**src/rtl/tanh_pkg.sv**
```systemverilog
// Shared types and constants for the tanh lookup-table loader: FSM states,
// error causes and the fixed-point ONE used by the range check.
package tanh_pkg;

    typedef enum logic [2:0] {
        ST_IDLE   = 3'd0,
        ST_LOAD   = 3'd1,
        ST_VERIFY = 3'd2,
        ST_DONE   = 3'd3,
        ST_ERR    = 3'd4
    } state_t;

    localparam logic [1:0] ERR_NONE  = 2'd0;
    localparam logic [1:0] ERR_RANGE = 2'd1;
    localparam logic [1:0] ERR_MONO  = 2'd2;
    localparam logic [1:0] ERR_CSUM  = 2'd3;

    // 1.0 in a fixed-point format with q fractional bits.
    function automatic logic [63:0] one_of(input int unsigned q);
        return 64'd1 << q;
    endfunction

    localparam int unsigned DEFAULT_Q = 16;
    localparam logic [63:0] ONE       = one_of(DEFAULT_Q);

endpackage

```
**src/rtl/lut_checksum.sv**
```systemverilog
// Running DW-bit sum modulo 2^DW with synchronous clear; sum_next exposes
// the value the register will take if the current word is accumulated.
module lut_checksum #(
    parameter int DW = 32
) (
    input  logic          clk,
    input  logic          rst,
    input  logic          clr,
    input  logic          acc,
    input  logic [DW-1:0] data,
    output logic [DW-1:0] sum,
    output logic [DW-1:0] sum_next
);

    assign sum_next = sum + data;

    always_ff @(posedge clk or posedge rst) begin
        if (rst) begin
            sum <= '0;
        end else if (clr) begin
            sum <= '0;
        end else if (acc) begin
            sum <= sum_next;
        end
    end

endmodule

```
**src/rtl/tanh_lut_loader.sv**
```systemverilog
// Streams a tanh table into an external dual-port RAM with range and
// monotonic checks, then reads it back and compares write/read checksums.
module tanh_lut_loader
    import tanh_pkg::*;
#(
    parameter int AW = 10,
    parameter int DW = 32,
    parameter int Q  = 16
) (
    input  logic          clk,
    input  logic          rst,
    input  logic          start,
    input  logic          s_valid,
    output logic          s_ready,
    input  logic [DW-1:0] s_data,
    output logic          wr_en,
    output logic [AW-1:0] wr_addr,
    output logic [DW-1:0] wr_data,
    output logic [AW-1:0] rd_addr,
    input  logic [DW-1:0] rd_data,
    output logic          busy,
    output logic          done,
    output logic [1:0]    err_code,
    output state_t        dbg_state
);

    // Handshake: a word moves when s_valid && s_ready at a rising edge;
    // s_ready is high exactly while in LOAD, and a rejected word is consumed
    // (the loader leaves LOAD) but never written.

    localparam logic [DW-1:0] ONE_W     = DW'(one_of(Q));
    localparam logic [AW-1:0] ADDR_LAST = '1;
    localparam logic [AW:0]   VCNT_LAST = {1'b1, {AW{1'b0}}};

    state_t        state, state_nxt;
    logic [1:0]    err_q, err_nxt;
    logic [AW-1:0] addr_cnt;
    logic [AW:0]   vcnt;
    logic [DW-1:0] prev_word;

    logic          xfer;
    logic          range_bad;
    logic          mono_bad;
    logic          wr_fire;
    logic          start_ok;
    logic          rd_vld;
    logic [DW-1:0] wr_sum, wr_sum_next;
    logic [DW-1:0] rd_sum, rd_sum_next;

    assign xfer      = (state == ST_LOAD) && s_valid;
    assign range_bad = s_data[DW-1] || (s_data > ONE_W);
    assign mono_bad  = (addr_cnt != '0) && (s_data < prev_word);
    assign wr_fire   = xfer && !range_bad && !mono_bad;
    assign start_ok  = start && ((state == ST_IDLE) || (state == ST_DONE) || (state == ST_ERR));
    // Read data lags the address by one cycle, so sweep cycle k sums address k-1.
    assign rd_vld    = (state == ST_VERIFY) && (vcnt != '0);

    lut_checksum #(.DW(DW)) u_wr_csum (
        .clk      (clk),
        .rst      (rst),
        .clr      (start_ok),
        .acc      (wr_fire),
        .data     (s_data),
        .sum      (wr_sum),
        .sum_next (wr_sum_next)
    );

    lut_checksum #(.DW(DW)) u_rd_csum (
        .clk      (clk),
        .rst      (rst),
        .clr      (start_ok),
        .acc      (rd_vld),
        .data     (rd_data),
        .sum      (rd_sum),
        .sum_next (rd_sum_next)
    );

    always_comb begin
        state_nxt = state;
        err_nxt   = err_q;
        unique case (state)
            ST_IDLE, ST_DONE, ST_ERR: begin
                if (start_ok) begin
                    state_nxt = ST_LOAD;
                    err_nxt   = ERR_NONE;
                end
            end
            ST_LOAD: begin
                if (xfer) begin
                    if (range_bad) begin
                        state_nxt = ST_ERR;
                        err_nxt   = ERR_RANGE;
                    end else if (mono_bad) begin
                        state_nxt = ST_ERR;
                        err_nxt   = ERR_MONO;
                    end else if (addr_cnt == ADDR_LAST) begin
                        state_nxt = ST_VERIFY;
                    end
                end
            end
            ST_VERIFY: begin
                // The last read word is still in flight, so compare with sum_next.
                if (vcnt == VCNT_LAST) begin
                    if (rd_sum_next == wr_sum) begin
                        state_nxt = ST_DONE;
                    end else begin
                        state_nxt = ST_ERR;
                        err_nxt   = ERR_CSUM;
                    end
                end
            end
            default: begin
                state_nxt = ST_IDLE;
                err_nxt   = ERR_NONE;
            end
        endcase
    end

    always_ff @(posedge clk or posedge rst) begin
        if (rst) begin
            state     <= ST_IDLE;
            err_q     <= ERR_NONE;
            addr_cnt  <= '0;
            vcnt      <= '0;
            prev_word <= '0;
        end else begin
            state <= state_nxt;
            err_q <= err_nxt;
            if (start_ok) begin
                addr_cnt  <= '0;
                prev_word <= '0;
            end else if (wr_fire) begin
                addr_cnt  <= addr_cnt + AW'(1);
                prev_word <= s_data;
            end
            if (state == ST_VERIFY) begin
                vcnt <= vcnt + (AW+1)'(1);
            end else begin
                vcnt <= '0;
            end
        end
    end

    // wr_sum_next is only consumed through the write path; keep it observable.
    logic unused_wr_next;
    assign unused_wr_next = ^wr_sum_next;

    assign s_ready   = (state == ST_LOAD);
    assign wr_en     = wr_fire;
    assign wr_addr   = addr_cnt;
    assign wr_data   = wr_fire ? s_data : '0;
    assign rd_addr   = ((state == ST_VERIFY) && (vcnt != VCNT_LAST)) ? vcnt[AW-1:0] : '0;
    assign busy      = (state == ST_LOAD) || (state == ST_VERIFY);
    assign done      = (state == ST_DONE);
    assign err_code  = err_q;
    assign dbg_state = state;

endmodule

```
**config.mk**
```make
export PLATFORM = sky130hd
export DESIGN_NAME = tanh_lut_loader
export DESIGN_NICKNAME = d
export VERILOG_FILES = /design/src/rtl/tanh_pkg.sv /design/src/rtl/lut_checksum.sv /design/src/rtl/tanh_lut_loader.sv
export SDC_FILE = /design/constraint.sdc
export NUM_CORES = 1
export LEC_CHECK = 0
export ABC_AREA = 1
export CORE_MARGIN = 4
export CORE_UTILIZATION = 35
export CTS_CLUSTER_DIAMETER = 80
export CTS_CLUSTER_SIZE = 25
export DETAILED_ROUTE_END_ITERATION = 12
export SYNTH_ARGS = -nofsm -noshare
export SYNTH_HDL_FRONTEND = slang
export SYNTH_SLANG_ARGS = --single-unit
```
**constraint.sdc**
```tcl
create_clock -name clk -period 10.78 [get_ports clk]
set_input_delay 1.617 -clock clk [delete_from_list [all_inputs] [get_ports clk]]
set_output_delay 1.617 -clock clk [all_outputs]
set_load 0.02 [all_outputs]
```
==> results of run 1 <==
[layout make-up]
class                      instances  area, um2  share of cell area
multi-input combinational       1202       6480               0.504
sequential                       122       3050               0.237
timing repair buffer             120       1180              0.0920
inverter                         283       1060              0.0828
tap                              390        488              0.0379
clock buffer                      20        457              0.0355
clock inverter                    12        140              0.0109
[routing by layer]
metal | global-route usage | vias up | routed length [um]
met5 | 0 | - | 0
met4 | 0.0578 | 0 | 677
met3 | 0.0210 | 37 | 1380
met2 | 0.307 | 234 | 14400
met1 | 0.287 | 4883 | 16600
li1 | - | 5512 | -
[kinds of logic after synthesis]
kind of cell               count (synthesis)  synth area share
AOI/OAI and AO/OA                        247             0.125
xor gates and xnor gates                  37            0.0314
adders and majority gates                 99             0.117
buffers and inverters                    322             0.119
DFF                                      122             0.284
other                                      1          0.000349
and+or+nand+nor                          804             0.324
[stage by stage]
stage                     setup WS (ns)  std cells  total power, W  cell area (um2)   util
after floorplan                    5.88       1646        0.000634            10800      -
after global placement             4.05       2117        0.000726            12300  0.410
after detailed placement           3.94       2117        0.000727            12300  0.410
after CTS                          3.91       2149         0.00133            12900  0.430
after global routing               3.53       2149         0.00137            12900  0.430
final                              3.95       2149         0.00131            12900  0.430
[flip-flops by register name (all words and copies together) (netlist names)]
register	flops
prev_word	32
u_rd_csum.sum	32
u_wr_csum.sum	32
vcnt	11
wr_addr	10
dbg_state	3
err_code	2
[layout by cell type (no fill, tap or decap), drive strengths merged, types with 2 or more instances in the layout]
cell type	synthesis	routed
a21o	8	8
fa	2	2
o21bai	4	4
nand3	154	154
a31oi	5	5
bufinv	0	2
ha	97	97
clkinv	3	8
inv	280	282
nor3	24	24
o22ai	30	30
clkdlybuf4s50	0	113
nand3b	4	4
a211oi	3	3
xnor2	15	15
and3	2	2
a21oi	89	89
nand2	450	450
buf	23	7
conb	1	15
a221oi	2	2
nor4	9	9
nor2	135	135
nand4	25	25
o21ai	100	100
a21boi	2	2
xor2	21	21
clkbuf	16	20
clkinvlp	0	3
dfrtp	122	122
[path summary, 6_finish.rpt]
path | startpoint | endpoint | slack [ns] | cells after the start
setup / recovery | s_data[9] | wr_data[16] | 3.95 | 17
setup reg to reg | prev_word[9] | u_wr_csum.sum[24] | 7.58 | 15
hold / removal | vcnt[0] | vcnt[0] | 0.47 | 1
min in group asynchronous | rst | prev_word[30] | 1.64 | 2
max in group asynchronous | rst | u_rd_csum.sum[17] | 7.72 | 3
hold reg to reg | vcnt[0] | vcnt[0] | 0.47 | 1
[critical path, cell delays in order]
cell,delay (ns)
clkdlybuf4s50_1,0.50
ha_1,0.35
a21oi_1,0.13
nor2_1,0.05
a211oi_1,0.18
o21ai_0,0.10
nand3_1,0.07
nand3_1,0.14
nand2_1,0.09
nand3_1,0.13
nand3_1,0.11
buf_4,0.33
clkinv_1,0.35
buf_4,0.34
nand2_1,0.11
inv_1,0.05
clkdlybuf4s50_1,0.53
[power by group]
part	total, W	leakage (nW)	switching (W)	internal [W]
combinational	0.000248	4.61	0.000162	0.0000861
sequential	0.000470	1.70	0.00000631	0.000463
clock	0.000593	0.283	0.000237	0.000355
==> metrics.txt, run 1 <==
RSZ-0062 raised after global routing=false; initial antenna violation count=0; DR vias/cell=between 4 and 5; Syn Area/Cell=between 6 and 7 um2; antenna viol nets, final=0; Hold Path Class=reg2reg; CTS Buffer Depth=2; 1st-iter DRT viols=597; Startpoint Class=input port; num rows=63; Max-slew headroom=0.363; critical path class=in2out; register area share after synthesis=0.284; Layout area overhead=19.7%; largest net degree at the start of global routing=73; grt total ovfl=0; number of global-route vias before repair=~10k; total inserted antenna cells=0; Worst setup EP type=output pin; Post-CTS Repair Setup Buffers=0; port bufs=roughly 110; fmax=around 150 MHz; Cells after Synth=1632; clk slew on worst S/H paths=about 0.060 ns; skew final=between 0.02 and 0.025 ns; DR vias=10.7k; Setup TNS=0 ns; first-pass GRT wire length=53200 um; Crit path arrival time=about 5.2 ns; most frequent cell after synthesis=nand2_1; WP data required=a little over 9 ns; nets=between 1.5k and 2k; # hold bufs at CTS=0; Clock H-tree levels=4; Starting Density=0.359; Core Box Area=around 30000 um2; Sink Count=between 100 and 150; Final Hold Viols=0; DP Wirelength=~27000 um; area leader, netlist=dfrtp_1; number of synthesized flops with an enable pin=0; Slew Limit Fails=0; Fillers=~3.2k; async set-reset flop share out of synthesis=1.00; Final Cycle Share=0.634; share of the synthesized area in the top cell type=0.284; Synth cell types=between 40 and 50; CTS root buf=clkbuf_16; setup violators final=0; Synth area leaders=dfrtp_1 28%, nand2_1 15%, ha_1 11%; RePlAce Congestion=around 0.91; First-pass DRT Iterations=5; Residual DRC=0; power per cell area=between 100 and 150 nW/um2; FF+latch count, synth=122; outcome=complete, no violations; die area=approximately 34000 um2; Die H=~180 um; Pleak=roughly 6.6 nW; Synth Flop Type=dfrtp_1; WL per Instance=between 15 and 20 um; CTS tree=yes; clk_lat worst skew=~0.43 ns; Max-Cap Viols=0; gr usage total=0.196; most frequent cells after synthesis=433 x nand2_1, 267 x inv_1, 150 x nand3_1; min cycle time layout=6.83 ns; Syn Std Cell Area=approximately 11000 um2; post-CTS sizing=0; Peak VDD IR=about 0.090 mV; share of layout cells above drive strength 1=0.0506; die width=between 150 and 200 um; final WL=33000 um; Ports=roughly 130; CTS buffer count=17; Min Hold Slack=0.469 ns; worst-margin pin slew=around 0.95 ns; crit-path max FO=32; Synth warnings=0
(Power assumes the default switching activity.)
==> inputs of run 2 (changes only) <==
==> constraint.sdc (replaced) <==
create_clock -name clk -period 6.2 [get_ports clk]
set_input_delay 0.93 -clock clk [delete_from_list [all_inputs] [get_ports clk]]
set_output_delay 0.93 -clock clk [all_outputs]
set_load 0.02 [all_outputs]
==> run 2 against run 1 <==
  * Sequential cell count did not move
  * Critical path depth fell by 2
  * Via count rose by 0.13%
  * Worst hold slack improved by 0.0022 ns
  * Combinational power rose by 74%
  * Critical endpoint is now wr_data[9]
  * Register-to-register slack got worse by 4.6 ns
  * Final area rose by 0.39%
  * Clock power rose by 85%
  * Final cell count barely moved
  * Count of clock-buffer cells in the layout rose by 1
==> metrics.txt, run 2 (synthesis gave the netlist of run 1 again) <==
Slew Limit Fails=0 (unchanged); first-pass GRT wire length=52600 um (-1.2%); Fillers=3183 (+0.28%); number of global-route vias before repair=10.3k (+0.32%); nets=1914 (+0.052%); Max-slew headroom=0.337 (-0.0266); crit-path max FO=25 (-22%); Hold Path Class=reg2reg; post-route insts no fill=2150 (+0.047%); fmax=around 190 MHz; Sink Count=122 (unchanged); placed insts=2118 (+0.047%); gr usage total=0.194 (-0.00196); min cycle time layout=between 5 and 6 ns; Die H=183 um (unchanged); First-pass DRT Iterations=7 (+2); Core Box Area=30000 um2 (unchanged); total inserted antenna cells=0 (unchanged); Setup TNS=0 ns (unchanged); share of layout cells above drive strength 1=0.0517 (+0.00111); worst-margin pin slew=0.995 ns (+0.0400 ns); Pleak=6.63 nW (+0.50%); crit path max-delay cell type=clkinv_1; Residual DRC=0 (unchanged); CTS root buf=clkbuf_16; Max-Cap Viols=0 (unchanged); CTS Buffer Depth=2 (unchanged); critical path class=in2out; Final Cycle Share=0.852; die area=33600 um2 (unchanged); Crit path arrival time=4.35 ns (-0.86 ns); power per cell area=182 nW/um2 (+78%); DR vias/cell=4.97 (about the same); RSZ-0062 raised after global routing=false; grt total ovfl=0 (unchanged); slowest cell delay on critical path=0.64 ns (+0.11 ns); outcome=complete, no violations; RePlAce Congestion=0.903 (-0.22%); met2 wire length=14200 um (-1.1%); clk slew on worst S/H paths=0.06 ns (about the same); die width=183 um (unchanged); WL per Instance=15.3 um (-0.80%); 1st-iter DRT viols=625 (+4.7%); final WL=32800 um (-0.75%); Worst setup EP type=output pin; most frequent cells in the layout=432 x nand2_1, 266 x inv_1, 150 x nand3_1; skew final=0.0125 ns (-0.0115 ns); Clock H-tree levels=4 (unchanged); setup violators final=0 (unchanged); WP data required=5.27 ns (-3.89 ns); post-CTS sizing=0 (unchanged); largest net degree at the start of global routing=79 (+8.2%); most common cell after layout, fill and taps aside=nand2_1; Startpoint Class=input port; Largest regs=prev_word (32), u_rd_csum.sum (32), u_wr_csum.sum (32); Max Used Layer=met4; port bufs=113 (unchanged); WL met3=1350 um (-2.0%); met1 wire length=16500 um (-0.72%); Layout area overhead=20.1%; DP Wirelength=26500 um (-0.78%); Ports=129 (unchanged); num rows=63 (unchanged); Post-CTS Repair Setup Buffers=0 (unchanged); initial antenna violation count=0 (unchanged); CTS buffer count=17 (unchanged); Starting Density=0.359 (unchanged); clk_lat worst skew=0.43 ns (about the same); antenna viol nets, final=0 (unchanged); Peak VDD IR=0.135 mV (+49%); Final Hold Viols=0 (unchanged); DR vias=10.7k (+0.13%); # hold bufs at CTS=0 (unchanged); final non-filler cell area=12900 um2 (+0.39%); CTS tree=yes; area post-placement=12300 um2 (about the same); crit-path cells=clkdlybuf4s50_1 -> ha_1 -> a21oi_1 -> nor2_1 -> a211oi_1 -> o21ai_0 -> nand3_1 -> nand3_1 -> nand2_1 -> nand3_1 -> nand3_1 -> clkinv_1 -> nand2_1 -> inv_1 -> clkdlybuf4s50_1; cell mode on critical path=nand3_1
## run 2: cell types whose count changed in the layout (fill, tap and decap cells not counted)
cell and delta:
clkinvlp_4 -2, clkinv_2 -1, buf_4 +1, clkbuf_8 +2, bufinv_16 +1, clkbuf_1 -1
inv_6 +1
## run 2: metal layers
metal / track usage / vias up
li1: - / 5516
met1: 0.284 / 4882
met2: 0.300 / 234
met3: 0.0274 / 48
met4: 0.0569 / 0
met5: 0 / -
## run 2: metrics by stage
stage	worst slack, ns	hold slack (ns)	power, W	utilization
after detailed placement	0.913	0.466	0.00126	0.410
after global routing	0.626	0.502	0.00245	0.431
after global placement	0.978	0.463	0.00126	0.410
after floorplan	2.03	0.432	0.00110	-
final	0.917	0.471	0.00235	0.431
after CTS	0.879	0.474	0.00236	0.431
## run 2: area by class of cell
class	count	area [um2]	share of cell area
Multi-Input combinational cell	1202	6480	0.502
Sequential cell	122	3050	0.236
Timing Repair Buffer	121	1190	0.0922
Inverter	283	1060	0.0824
Tap cell	390	488	0.0378
Clock buffer	21	480	0.0372
Clock inverter	11	159	0.0123
## run 2: worst paths after layout
check / endpoint / cells after the start / start / slack (ns)
min reg2reg: vcnt[0] / 1 / vcnt[0] / 0.47
min in group asynchronous: err_code[0] / 2 / rst / 1.08
max reg2reg: prev_word[1] / 15 / prev_word[9] / 2.96
max: wr_data[9] / 15 / s_data[9] / 0.92
max in group asynchronous: wr_addr[4] / 3 / rst / 3.94
min: vcnt[0] / 1 / vcnt[0] / 0.47
## run 2: critical path: cells and delay by family
| family | cells | cell delay, ns |
|---|---|---|
| buf+inv | 4 | 1.74 |
| simple gates | 7 | 0.90 |
| compound gates | 3 | 0.43 |
| fa+ha+maj | 1 | 0.35 |
## run 2: report_power, final
group	switching, W	internal, W	leakage (nW)
combinational	0.000283	0.000150	4.62
sequential	0.0000109	0.000806	1.70
clock	0.000416	0.000683	0.311
total	0.000710	0.00164	6.63
